File: src/rtl/control_programacion.sv
// control_programacion: key-driven editor for hour/date/chronometer fields with
// cursor blink and RTC write handshake. Optional 12 h mode: define FORMATO12_EN.
module control_programacion #(
    parameter logic [23:0] BLINK_DIV = 24'd12500000
) (
    input  logic       clk,
    input  logic       rst,
    input  logic       btn_mode,
    input  logic       btn_enter,
    input  logic       btn_der,
    input  logic       btn_izq,
    input  logic       btn_arriba,
    input  logic       btn_abajo,
    input  logic [7:0] Hora,
    input  logic [7:0] min,
    input  logic [7:0] seg,
    input  logic [7:0] dia,
    input  logic [7:0] mes,
    input  logic [7:0] year,
    input  logic [7:0] hcrono,
    input  logic [7:0] mcrono,
    input  logic [7:0] scrono,
    input  logic       wr_ack,
    output logic [7:0] progra_dir,
    output logic [2:0] dir_cursor,
    output logic       clk_alarm,
    output logic [7:0] edit_a,
    output logic [7:0] edit_b,
    output logic [7:0] edit_c,
    output logic       wr_req,
    output logic [7:0] wr_dir,
    output logic       hformato,
    output logic       am_pm
);
    typedef enum logic [2:0] {IDLE, PROG_HORA, PROG_FECHA, PROG_CRONO, WRITE} state_t;

    state_t      r_state;
    logic [23:0] r_cnt;

    logic       w_h12;
    logic [2:0] w_cm1;
    logic [1:0] w_sel;
    logic [7:0] w_cur;
    logic [6:0] w_bin, w_step, w_min, w_max, w_sum, w_inc, w_dec;
    logic       w_wrap_up, w_wrap_dn, w_wrap;
    logic [7:0] w_new;
    logic       w_any;

    function automatic logic [7:0] to_bcd(input logic [6:0] v);
        logic [6:0] t;
        t = v / 7'd10;
        return {t[3:0], 4'(v - t * 7'd10)};
    endfunction

`ifdef FORMATO12_EN
    assign w_h12 = hformato;
`else
    assign w_h12 = 1'b0;
`endif

    // Cursor 1-2 edits field a, 3-4 field b, 5-6 field c; odd digit is the tens digit
    assign w_cm1  = dir_cursor - 3'd1;
    assign w_sel  = w_cm1[2:1];
    assign w_step = dir_cursor[0] ? 7'd10 : 7'd1;
    assign w_cur  = w_sel == 2'd0 ? edit_a : w_sel == 2'd1 ? edit_b : edit_c;
    assign w_bin  = 7'(w_cur[7:4]) * 7'd10 + 7'(w_cur[3:0]);
    assign w_any  = btn_mode | btn_enter | btn_der | btn_izq | btn_arriba | btn_abajo;

    // Range of the field under the cursor, depending on which screen is being edited
    always_comb begin
        w_min = 7'd0;
        w_max = 7'd59;
        if (w_sel == 2'd0) begin
            w_min = (r_state == PROG_FECHA || (r_state == PROG_HORA && w_h12)) ? 7'd1 : 7'd0;
            w_max = r_state == PROG_FECHA ? 7'd31 : (r_state == PROG_HORA && w_h12) ? 7'd12 : 7'd23;
        end else if (r_state == PROG_FECHA) begin
            w_min = w_sel == 2'd1 ? 7'd1 : 7'd0;
            w_max = w_sel == 2'd1 ? 7'd12 : 7'd99;
        end
    end

    // Saturating-wrap arithmetic: overshoot lands on the opposite limit, not modulo
    assign w_sum     = w_bin + w_step;
    assign w_wrap_up = w_sum > w_max;
    assign w_wrap_dn = w_bin < w_min + w_step;
    assign w_inc     = w_wrap_up ? w_min : w_sum;
    assign w_dec     = w_wrap_dn ? w_max : w_bin - w_step;
    assign w_new     = to_bcd(btn_arriba ? w_inc : w_dec);
    assign w_wrap    = btn_arriba ? w_wrap_up : w_wrap_dn;

    // Editor FSM with all outputs registered; one key acts per cycle by priority
    always_ff @(posedge clk or posedge rst) begin
        if (rst) begin
            r_state    <= IDLE;
            r_cnt      <= '0;
            progra_dir <= 8'h00;
            dir_cursor <= 3'd0;
            clk_alarm  <= 1'b1;
            edit_a     <= 8'h00;
            edit_b     <= 8'h00;
            edit_c     <= 8'h00;
            wr_req     <= 1'b0;
            wr_dir     <= 8'h00;
            hformato   <= 1'b0;
            am_pm      <= 1'b0;
        end else begin
            case (r_state)
                IDLE: begin
                    r_cnt     <= '0;
                    clk_alarm <= 1'b1;
`ifdef FORMATO12_EN
                    if (btn_mode && btn_enter) begin
                        hformato <= ~hformato;
                    end else
`endif
                    if (btn_mode) begin
                        r_state    <= PROG_HORA;
                        edit_a     <= Hora;
                        edit_b     <= min;
                        edit_c     <= seg;
                        progra_dir <= 8'h05;
                        dir_cursor <= 3'd1;
                    end
                end
                PROG_HORA, PROG_FECHA, PROG_CRONO: begin
                    if (w_any) begin
                        r_cnt     <= '0;
                        clk_alarm <= 1'b1;
                    end else if (r_cnt == BLINK_DIV - 24'd1) begin
                        r_cnt     <= '0;
                        clk_alarm <= ~clk_alarm;
                    end else begin
                        r_cnt <= r_cnt + 24'd1;
                    end
                    if (btn_mode) begin
                        dir_cursor <= 3'd1;
                        if (r_state == PROG_HORA) begin
                            r_state    <= PROG_FECHA;
                            edit_a     <= dia;
                            edit_b     <= mes;
                            edit_c     <= year;
                            progra_dir <= 8'h06;
                        end else if (r_state == PROG_FECHA) begin
                            r_state    <= PROG_CRONO;
                            edit_a     <= hcrono;
                            edit_b     <= mcrono;
                            edit_c     <= scrono;
                            progra_dir <= 8'h04;
                        end else begin
                            r_state    <= IDLE;
                            progra_dir <= 8'h00;
                            dir_cursor <= 3'd0;
                        end
                    end else if (btn_enter) begin
                        r_state <= WRITE;
                        wr_req  <= 1'b1;
                        wr_dir  <= progra_dir;
                    end else if (btn_der) begin
                        dir_cursor <= dir_cursor == 3'd6 ? 3'd1 : dir_cursor + 3'd1;
                    end else if (btn_izq) begin
                        dir_cursor <= dir_cursor == 3'd1 ? 3'd6 : dir_cursor - 3'd1;
                    end else if (btn_arriba || btn_abajo) begin
                        if (w_sel == 2'd0) edit_a <= w_new;
                        else if (w_sel == 2'd1) edit_b <= w_new;
                        else edit_c <= w_new;
`ifdef FORMATO12_EN
                        if (r_state == PROG_HORA && w_sel == 2'd0 && hformato && w_wrap)
                            am_pm <= ~am_pm;
`endif
                    end
                end
                default: begin
                    r_cnt     <= '0;
                    clk_alarm <= 1'b1;
                    if (wr_ack) begin
                        r_state    <= IDLE;
                        wr_req     <= 1'b0;
                        progra_dir <= 8'h00;
                        dir_cursor <= 3'd0;
                    end
                end
            endcase
        end
    end

`ifndef FORMATO12_EN
    logic w_unused;
    assign w_unused = w_wrap;
`endif
endmodule

File: config.mk
export PLATFORM = sky130hd
export DESIGN_NAME = control_programacion
export DESIGN_NICKNAME = d
export VERILOG_FILES = /design/src/rtl/control_programacion.sv
export SDC_FILE = /design/constraint.sdc
export NUM_CORES = 1
export LEC_CHECK = 0
export BUFFER_PORTS_ARGS = -buffer_cell sky130_fd_sc_hd__buf_4
export CAP_MARGIN = 5
export CORE_UTILIZATION = 55
export CTS_CLUSTER_DIAMETER = 60
export CTS_CLUSTER_SIZE = 25
export DETAILED_ROUTE_END_ITERATION = 6
export GPL_TIMING_DRIVEN = 0
export PLACE_DENSITY = 0.82
export REMOVE_ABC_BUFFERS = 1
export SETUP_SLACK_MARGIN = 0.1
export SYNTH_ARGS = -nofsm -noshare
export SYNTH_HDL_FRONTEND = slang
export SYNTH_SLANG_ARGS = --single-unit
File: constraint.sdc
create_clock -name clk -period 9.65 [get_ports clk]
set_clock_uncertainty 0.05 [all_clocks]
set_input_delay 0.965 -clock clk [delete_from_list [all_inputs] [get_ports clk]]
set_output_delay 0.965 -clock clk [all_outputs]
set_load 0.01 [all_outputs]
==> results.cfg, run 1 <==
[route]
ant_nets = 0
routed_wl_um = 16000
drc = 0
post_drt_wl_per_cell_um = 17.5
drt_pre_antenna_iters = 6
via_per_inst = 5.98
vias = 5500
drt_iter0_markers = 363

[floorplanning]
design.die.area_sq_mm = 0.0101
die_width_um = 100
io_pins = 128
initial_core_util = 0.572
placement_rows = 35
die_y_um = 100
core_area_sq_mm = 0.00928

[setup_path]
worst-setup-path-type = reg -> reg
cp_data_required_time_ps = 9790
worst_setup_path_start_kind = flop
crit_path_start = dir_cursor[0]
number_of_cells_on_the_worst_reg_to_reg_path = 35
worst_r2r_startpoint = dir_cursor[0]
critPathCaptureType = flop
critical-path-slowest-cell = fa_1
critPathMaxFanout = 10
critical_path.reg2reg.endpoint = edit_c[3]
crit_top_cell = ha_1
cp.arrival_ps = 9250
r2r_setup_slack_ps = 540
critical_path.max_stage_delay_ps = 640

[place]
gpl.final_weighted_congestion = 0.937
dp_slack_ps = -1210
io_buffers = 115
dpl.hpwl_um = 11300
dpl_cell_area_sq_mm = 0.00620

[global_routing]
grt.total_usage = 0.312
antenna_found_initial = 0
global_route_wire_length_before_repair_um = 24400
maximum_number_of_pins_on_one_net_before_global_route_repair = 39
via_count_of_the_first_global_routing_pass = 5042
grt_overflow = 0

[sta]
timing.final.ws_setup_ps = 536
max-slew-margin-rel = 0.328
finalCritPeriodShare = 0.944
timing.final.hold_violations = 0
slew_violations = 0
grt_setup_unrepaired = no
report.final.setup_viol = 0
finalWorstPathRequiredPeriod_ps = 9110
timing_worst_slew_pin_value_ps = 1010
totalNegativeSetupSlack_ps = 0
max_freq_ghz = 0.110

[clocking]
cts_hold_buffers = 0
tritoncts_num_sinks = 62
clock_tree_from_tritoncts = yes
root_buffer = clkbuf_8
cts.reportedPaths.clkPinSlew_ps = 80
ctsLongestPathBuffers = 2
cts_buffers = 9
worstSkewPairLatency_ps = 350
cts.htree.levels = 3

[worst_hold_path]
class_of_the_worst_hold_path = reg -> reg
min_to = r_cnt[0]
worst_hold_startpoint = r_cnt[0]
worst_hold_path.num_cells = 1

[synthesis]
ys_warn_count = 2
yosysSeqAreaShare = 0.292
netlist_area_sq_mm = 0.00531
synth_top_area_frac = 0.287
netlist_top_cells_area = dfrtp_1 29%, nand2_1 7.3%, ha_1 6.8%, nor2_1 5.1%, a21oi_1 4.3%
yosys.cell_types.count = 72
ys_seq_elements = 62
dominantRegCellSynth = dfrtp_1
avgSynthCellArea_sq_um = 7.94
async_reset_ff_frac = 1.00
edff_count_synth = 0
synth.largest_area_cell = dfrtp_1
synthesized_instance_count = 669

[flow_run]
maxCapViolCount = 0

[finish]
fin_area_sq_mm = 0.00676
insertedDiodeCount = 0
nFillCells = 742
layout-area-overhead-vs-synth_pct = 27.3
nets = 900
post-route-util = 0.728
post_route_cells_drive_above_1_share = 0.259

[outcome]
outcome = finished, final reports clean
[cells in the mapped netlist, drive strengths merged (2+ instances only)]
cell	count
or4	3
o211ai	10
or3	3
a21oi	47
o21bai	2
mux2i	14
o221a	2
mux2	9
a31oi	7
nand2	105
and3	7
o41ai	2
or2	9
o21ai	36
nand2b	6
nand3	16
a2bb2oi	2
o32ai	2
o22a	2
nor4	8
a211oi	5
o31ai	5
o221ai	3
xor2	19
nand4	5
a22oi	5
fa	5
o22ai	4
inv	38
o21a	3
and2	4
dfrtp	61
nor3	15
o2bb2ai	2
a311oi	7
nor2b	9
nor2	72
buf	18
xnor2	23
nor3b	6
clkbuf	25
ha	29
[cells by family after synthesis]
family,after synthesis,share of synthesized area
buf+inv,81,0.0683
mux,23,0.0462
simple gates,271,0.233
flops,62,0.292
fa+ha+maj,34,0.0872
compound gates,154,0.199
other cells,1,0.000706
xor+xnor,43,0.0735
[worst max path at each step]
stage                           end  slack (ps)
final                     edit_c[3]         540
after global routing      edit_c[3]          50
after detailed placement  edit_a[3]       -1210
after CTS                 edit_a[3]         180
after global placement    edit_a[3]        -920
after floorplan           edit_a[3]         570
[timing repair]
item / 4_1_cts / 5_1_grt
gates resized for setup: 8 / 20
endpoints found under the setup margin: 9 / 3
setup buffers: 7 / 9
pin swaps: 1 / 1
cloned: 0 / 1
[area by class of cell]
class / instances / area, sq um / share of cell area
multi-input cells: 538 / 3620 / 0.535
clock buffers: 12 / 155 / 0.0230
clock inverters: 4 / 77.6 / 0.0115
flip-flops and latches: 62 / 1560 / 0.230
repair buffers: 136 / 1050 / 0.155
inverters: 38 / 146 / 0.0217
well taps: 129 / 161 / 0.0239
[routing by layer]
metal	track usage	part of all wire	vias up	wire length [um]
met4	0.110	0.024	0	393
met1	0.403	0.41	2680	6570
met2	0.533	0.49	257	7830
li1	-	-	2529	-
met5	0	0	-	0
met3	0.0474	0.078	34	1250
[sequential cells by signal, summed over array words and instances (netlist names)]
name,count
clk_alarm,1
dir_cursor,3
edit_a,8
edit_b,8
edit_c,8
progra_dir,3
r_cnt,24
r_state,3
wr_dir,3
wr_req,1
[metrics by stage]
stage          hold WS, ps  cells
6_report               443    919
5_1_grt                484    919
4_1_cts                445    907
3_5_place_dp           436    884
3_3_place_gp           417    881
2_1_floorplan          405    637
[placed cells by master, fill, tap and decap left out, types with 5 or more instances in the layout]
cell type | synthesis | final
nand2_1 | 104 | 104
dfrtp_1 | 61 | 59
or2_2 | 8 | 8
mux2i_1 | 14 | 11
inv_1 | 37 | 35
nor3b_1 | 6 | 6
o21ai_0 | 33 | 32
a22oi_1 | 5 | 5
clkbuf_8 | 0 | 11
o211ai_1 | 10 | 10
nand4_1 | 5 | 5
a21oi_1 | 46 | 43
mux2_2 | 7 | 7
nor2b_1 | 9 | 9
nor2_1 | 72 | 72
a311oi_1 | 6 | 6
buf_4 | 13 | 130
fa_1 | 5 | 5
xnor2_1 | 23 | 21
nand3_1 | 16 | 15
o31ai_1 | 5 | 5
xor2_1 | 19 | 16
nor3_1 | 15 | 13
conb_1 | 1 | 12
a31oi_1 | 7 | 6
and3_1 | 7 | 7
nor4_1 | 8 | 7
nand2b_1 | 6 | 5
ha_1 | 29 | 28
[worst max-delay path: cells and delay by family (launching register included)]
| kind | cells | cell delay, ps |
|---|---|---|
| xor gates and xnor gates | 1 | 190 |
| and+or+nand+nor | 7 | 1770 |
| adders and majority gates | 8 | 2800 |
| AOI/OAI and AO/OA | 12 | 2320 |
| buffers and inverters | 4 | 370 |
| DFF | 1 | 470 |
| muxes | 3 | 980 |
Power of run 1 is left out: the tool's default activity adds up to more than one toggle a clock period on the data nets, which glitch-free logic cannot reach.
==> run 2: changes to the inputs <==
--- a/config.mk
+++ b/config.mk
@@ -5,6 +5,7 @@
 export SDC_FILE = /design/constraint.sdc
 export NUM_CORES = 1
 export LEC_CHECK = 0
+export ABC_AREA = 1
 export BUFFER_PORTS_ARGS = -buffer_cell sky130_fd_sc_hd__buf_4
 export CAP_MARGIN = 5
 export CORE_UTILIZATION = 55
==> run 2 against run 1 <==
Cell count rose by 6.4%. Sequential cell count did not move. Worst setup slack better by 410 ps. Design area shrank 5.8%. Non-clock buffer count fell by 16. Critical path depth increased by 13. Critical endpoint is now edit_c[2]. Global-route usage decreased by 0.15 points.
==> results.cfg, run 2 <==
[outcome]
outcome = finished, final reports clean

[synthesis]
netlist_area_sq_mm = 0.00519
ys_warn_count = 2
synth_top_area_frac = 0.294
yosysSeqAreaShare = 0.299
yosys.cell_types.count = 48
yosys.cell_count.top_type = nand2_1
dominantRegCellSynth = dfrtp_1
synthesized_instance_count = 745
edff_count_synth = 0
synth.largest_area_cell = dfrtp_1
netlist_top_cells_area = dfrtp_1 29%, nand2_1 11%, o21ai_0 7.7%, ha_1 7.0%, inv_1 6.8%
avgSynthCellArea_sq_um = 6.97
ys_seq_elements = 62
top_post_synthesis_cells_by_count = 148 x nand2_1, 94 x inv_1, 93 x nor2_1
async_reset_ff_frac = 1.00

[clocking]
clock_tree_from_tritoncts = yes
worstSkewPairLatency_ps = 350
tritoncts_num_sinks = 62
cts.htree.levels = 3
cts_buffers = 9
cts.reportedPaths.clkPinSlew_ps = 80
ctsLongestPathBuffers = 2
root_buffer = clkbuf_8

[finish]
multi_input_comb_area_sq_mm = 0.00315
layout-area-overhead-vs-synth_pct = 22.6
nets = 977
mostFrequentLayoutCells = 148 x nand2_1, 118 x buf_4, 92 x inv_1, 92 x nor2_1, 80 x o21ai_0
insertedDiodeCount = 0
largest_register = r_cnt
post-route-util = 0.692
post_layout_nonfiller_instances = 978
nFillCells = 788
largest_reg_flops = 24
layout.area.seq_sq_mm = 0.00155
post_route_cells_drive_above_1_share = 0.227
layout.cells.most_common = nand2_1

[place]
dp_slack_ps = 930
post-place-cells = 959
io_buffers = 115
dpl.hpwl_um = 11600
gpl.final_weighted_congestion = 0.987

[setup_path]
r2r_setup_slack_ps = 940
worst_setup_path_start_kind = flop
cp_num_buf_inv = 6
critPathMaxFanout = 9
critPathCaptureType = flop
critical-path-slowest-cell = dfrtp_1
cp.arrival_ps = 8920
worst-setup-path-type = reg -> reg
worst_r2r_startpoint = dir_cursor[0]
cp_data_required_time_ps = 9860
crit_top_cell = nand2_1
critical_path.max_stage_delay_ps = 600
number_of_cells_on_the_worst_reg_to_reg_path = 48
critical_path.reg2reg.endpoint = edit_c[2]
critical-path-top-delay-family = simple AND/OR/NAND/NOR gates

[floorplanning]
placement_rows = 35
io_pins = 128
die_width_um = 99.1
core_area_sq_mm = 0.00920
die_y_um = 99.1
initial_core_util = 0.564
design.die.area_sq_mm = 0.00983

[global_routing]
grt_overflow = 0
via_count_of_the_first_global_routing_pass = 5178
maximum_number_of_pins_on_one_net_before_global_route_repair = 45
antenna_found_initial = 0
global_route_wire_length_before_repair_um = 24000
grt.total_usage = 0.311

[route]
post_drt_wl_per_cell_um = 15.2
drc = 0
via_per_inst = 5.54
routed_wl_um = 14900
vias = 5419
drt_iter0_markers = 309
ant_nets = 0
drt_pre_antenna_iters = 5

[sta]
max-slew-margin-rel = 0.332
finalWorstPathRequiredPeriod_ps = 8710
slew_violations = 0
max_freq_ghz = 0.115
timing.final.hold_violations = 0
grt_setup_unrepaired = no
finalCritPeriodShare = 0.902
report.final.setup_viol = 0
timing.final.ws_setup_ps = 943
totalNegativeSetupSlack_ps = 0
timing_worst_slew_pin_value_ps = 1000

[worst_hold_path]
min_to = r_cnt[0]
class_of_the_worst_hold_path = reg -> reg
worst_hold_startpoint = r_cnt[0]
worst_hold_path.num_cells = 1

[flow_run]
maxCapViolCount = 0
[run 2: layer usage]
| layer | global-route usage | up-vias | routed length [um] |
|---|---|---|---|
| met5 | 0 | - | 0 |
| li1 | - | 2668 | - |
| met4 | 0.132 | 0 | 527 |
| met2 | 0.536 | 183 | 7160 |
| met3 | 0.0422 | 47 | 722 |
| met1 | 0.393 | 2521 | 6460 |
[run 2: worst max-delay path by stage]
stage                  start         to  cells past startpoint
2_1_floorplan  dir_cursor[0]  edit_b[2]                     48
3_3_place_gp   dir_cursor[0]  edit_a[2]                     45
3_5_place_dp   dir_cursor[0]  edit_a[2]                     45
4_1_cts        dir_cursor[0]  edit_a[2]                     46
5_1_grt        dir_cursor[0]  edit_b[2]                     46
6_report       dir_cursor[0]  edit_c[2]                     48
[run 2: cell families (layout without fill, tap and decap cells)]
| family | after synthesis | count (layout) | synth area share |
|---|---|---|---|
| mux | 1 | 1 | 0.00217 |
| buf+inv | 132 | 243 | 0.104 |
| compound gates | 160 | 160 | 0.184 |
| simple gates | 347 | 347 | 0.307 |
| xor+xnor | 8 | 8 | 0.0135 |
| other cells | 1 | 12 | 0.000723 |
| fa+ha+maj | 34 | 34 | 0.0892 |
| flops | 62 | 62 | 0.299 |
[run 2: layout make-up]
class | count | area share
well taps | 111 | 0.0218
inverters | 107 | 0.0637
clock buffers | 10 | 0.0201
repair buffers | 120 | 0.144
multi-input cells | 562 | 0.496
flip-flops and latches | 62 | 0.244
clock inverters | 6 | 0.0108
[run 2: metrics by stage]
step	instance area (sq um)	hold WS, ps
5_1_grt	6360	460
3_3_place_gp	6090	399
2_1_floorplan	5090	383
3_5_place_dp	6140	424
6_report	6360	439
4_1_cts	6330	433
[run 2: repair_timing]
item,4_1_cts,5_1_grt
resized for setup,0,2
hold buffers,0,0
setup buffers,0,3
setup endpoints to repair,0,3
Power of run 2 is left out for the same reason.
==> run 3: changes to the inputs <==
--- a/config.mk
+++ b/config.mk
@@ -6,14 +6,14 @@
 export NUM_CORES = 1
 export LEC_CHECK = 0
 export ABC_AREA = 1
-export BUFFER_PORTS_ARGS = -buffer_cell sky130_fd_sc_hd__buf_4
 export CAP_MARGIN = 5
-export CORE_UTILIZATION = 55
+export CORE_UTILIZATION = 60
 export CTS_CLUSTER_DIAMETER = 60
 export CTS_CLUSTER_SIZE = 25
 export DETAILED_ROUTE_END_ITERATION = 6
+export DONT_BUFFER_PORTS = 1
 export GPL_TIMING_DRIVEN = 0
-export PLACE_DENSITY = 0.82
+export PLACE_DENSITY = 0.76
 export REMOVE_ABC_BUFFERS = 1
 export SETUP_SLACK_MARGIN = 0.1
 export SYNTH_ARGS = -nofsm -noshare
==> run 3 against run 2 <==
Worst hold slack got worse by 12 ps. Via count shrank 8.9%. Sequential share of layout area is 3.8 points higher. Critical endpoint is now edit_c[3].
==> results.cfg, run 3 (synthesis results as in run 2) <==
[outcome]
outcome = finished, final reports clean

[finish]
layout.cells.most_common = nand2_1
layout-area-overhead-vs-synth_pct = 6.24
insertedDiodeCount = 0
largest_reg_flops = 24
mostFrequentLayoutCells = 148 x nand2_1, 93 x inv_1, 92 x nor2_1, 80 x o21ai_0, 61 x dfrtp_1
largest_register = r_cnt
nets = 860
post_route_cells_drive_above_1_share = 0.105

[global_routing]
grt_overflow = 0
grt.total_usage = 0.321
via_count_of_the_first_global_routing_pass = 4555
antenna_found_initial = 0
global_route_wire_length_before_repair_um = 21900
maximum_number_of_pins_on_one_net_before_global_route_repair = 45

[clocking]
cts.reportedPaths.clkPinSlew_ps = 90
cts_repair_resize_count = 0
clock_tree_from_tritoncts = yes
tritoncts_num_sinks = 62
cts_buffers = 9
cts.repair_timing.setup_buffer_count = 0
cts_hold_buffers = 0
cts.htree.levels = 3
worstSkewPairLatency_ps = 360
ctsLongestPathBuffers = 2
root_buffer = clkbuf_8

[route]
vias = 4939
post_drt_wl_per_cell_um = 16.0
routed_wl_um = 13700
ant_nets = 0
drt_pre_antenna_iters = 4
met1Wirelength_um = 6140
wl_met3_um = 967
drc = 0
drt_iter0_markers = 293
via_per_inst = 5.78
top_layer = met4
met2RoutedLength_um = 6380

[setup_path]
critical-path-slowest-cell = dfrtp_1
critical_path.max_stage_delay_ps = 610
cp_num_buf_inv = 7
cp_data_required_time_ps = 9850
critPathMaxFanout = 13
worst-setup-path-type = reg -> reg
critical-path-top-delay-family = simple AND/OR/NAND/NOR gates
critPathCaptureType = flop
cp.arrival_ps = 8730
crit_top_cell = nand2_1
worst_setup_path_start_kind = flop

[sta]
finalWorstPathRequiredPeriod_ps = 8540
timing_worst_slew_pin_value_ps = 943
max_freq_ghz = 0.117
timing.final.hold_violations = 0
finalCritPeriodShare = 0.885
report.final.setup_viol = 0
totalNegativeSetupSlack_ps = 0
grt_setup_unrepaired = no
max-slew-margin-rel = 0.371
slew_violations = 0

[floorplanning]
io_pins = 128
placement_rows = 33
die_y_um = 95.0
initial_core_util = 0.625
design.die.area_sq_mm = 0.00903
core_area_sq_mm = 0.00830
die_width_um = 95.0

[place]
io_buffers = 0
gpl.final_weighted_congestion = 0.914
dpl.hpwl_um = 10600

[flow_run]
maxCapViolCount = 0

[worst_hold_path]
class_of_the_worst_hold_path = reg -> reg
## run 3: per-stage QoR
step	std cells	hold slack, ps	area (sq um)	worst slack, ps	util
finish	855	427	5510	1110	0.664
detailed placement	839	423	5290	1150	0.637
global placement	836	399	5220	1310	0.629
CTS	855	435	5510	1120	0.664
global route	855	451	5510	389	0.664
floorplan	731	383	5090	2390	-
## run 3: area by class of cell
type	instances	area, sq um
flip-flops and latches	62	1550
clock inverters	7	104
clock buffers	9	124
inverters	107	402
fillers	741	2790
well taps	105	131
multi-input cells	562	3150
repair buffers	3	51.3
## run 3: final timing paths
kind,startpoint,end,slack (ps),cells past startpoint
setup / recovery,dir_cursor[0],edit_c[3],1110,48
hold / removal,r_cnt[0],r_cnt[0],430,1
setup reg to reg,dir_cursor[0],edit_c[3],1110,48
hold reg to reg,r_cnt[0],r_cnt[0],430,1
max in group asynchronous,rst,edit_c[7],8370,2
min in group asynchronous,rst,edit_a[4],550,1
## run 3: layer usage
metal,GRT usage,vias to the layer above
met5,0,-
met4,0.102,0
met3,0.0821,18
met2,0.526,157
met1,0.414,2328
li1,-,2436
Power of run 3 is left out for the same reason.
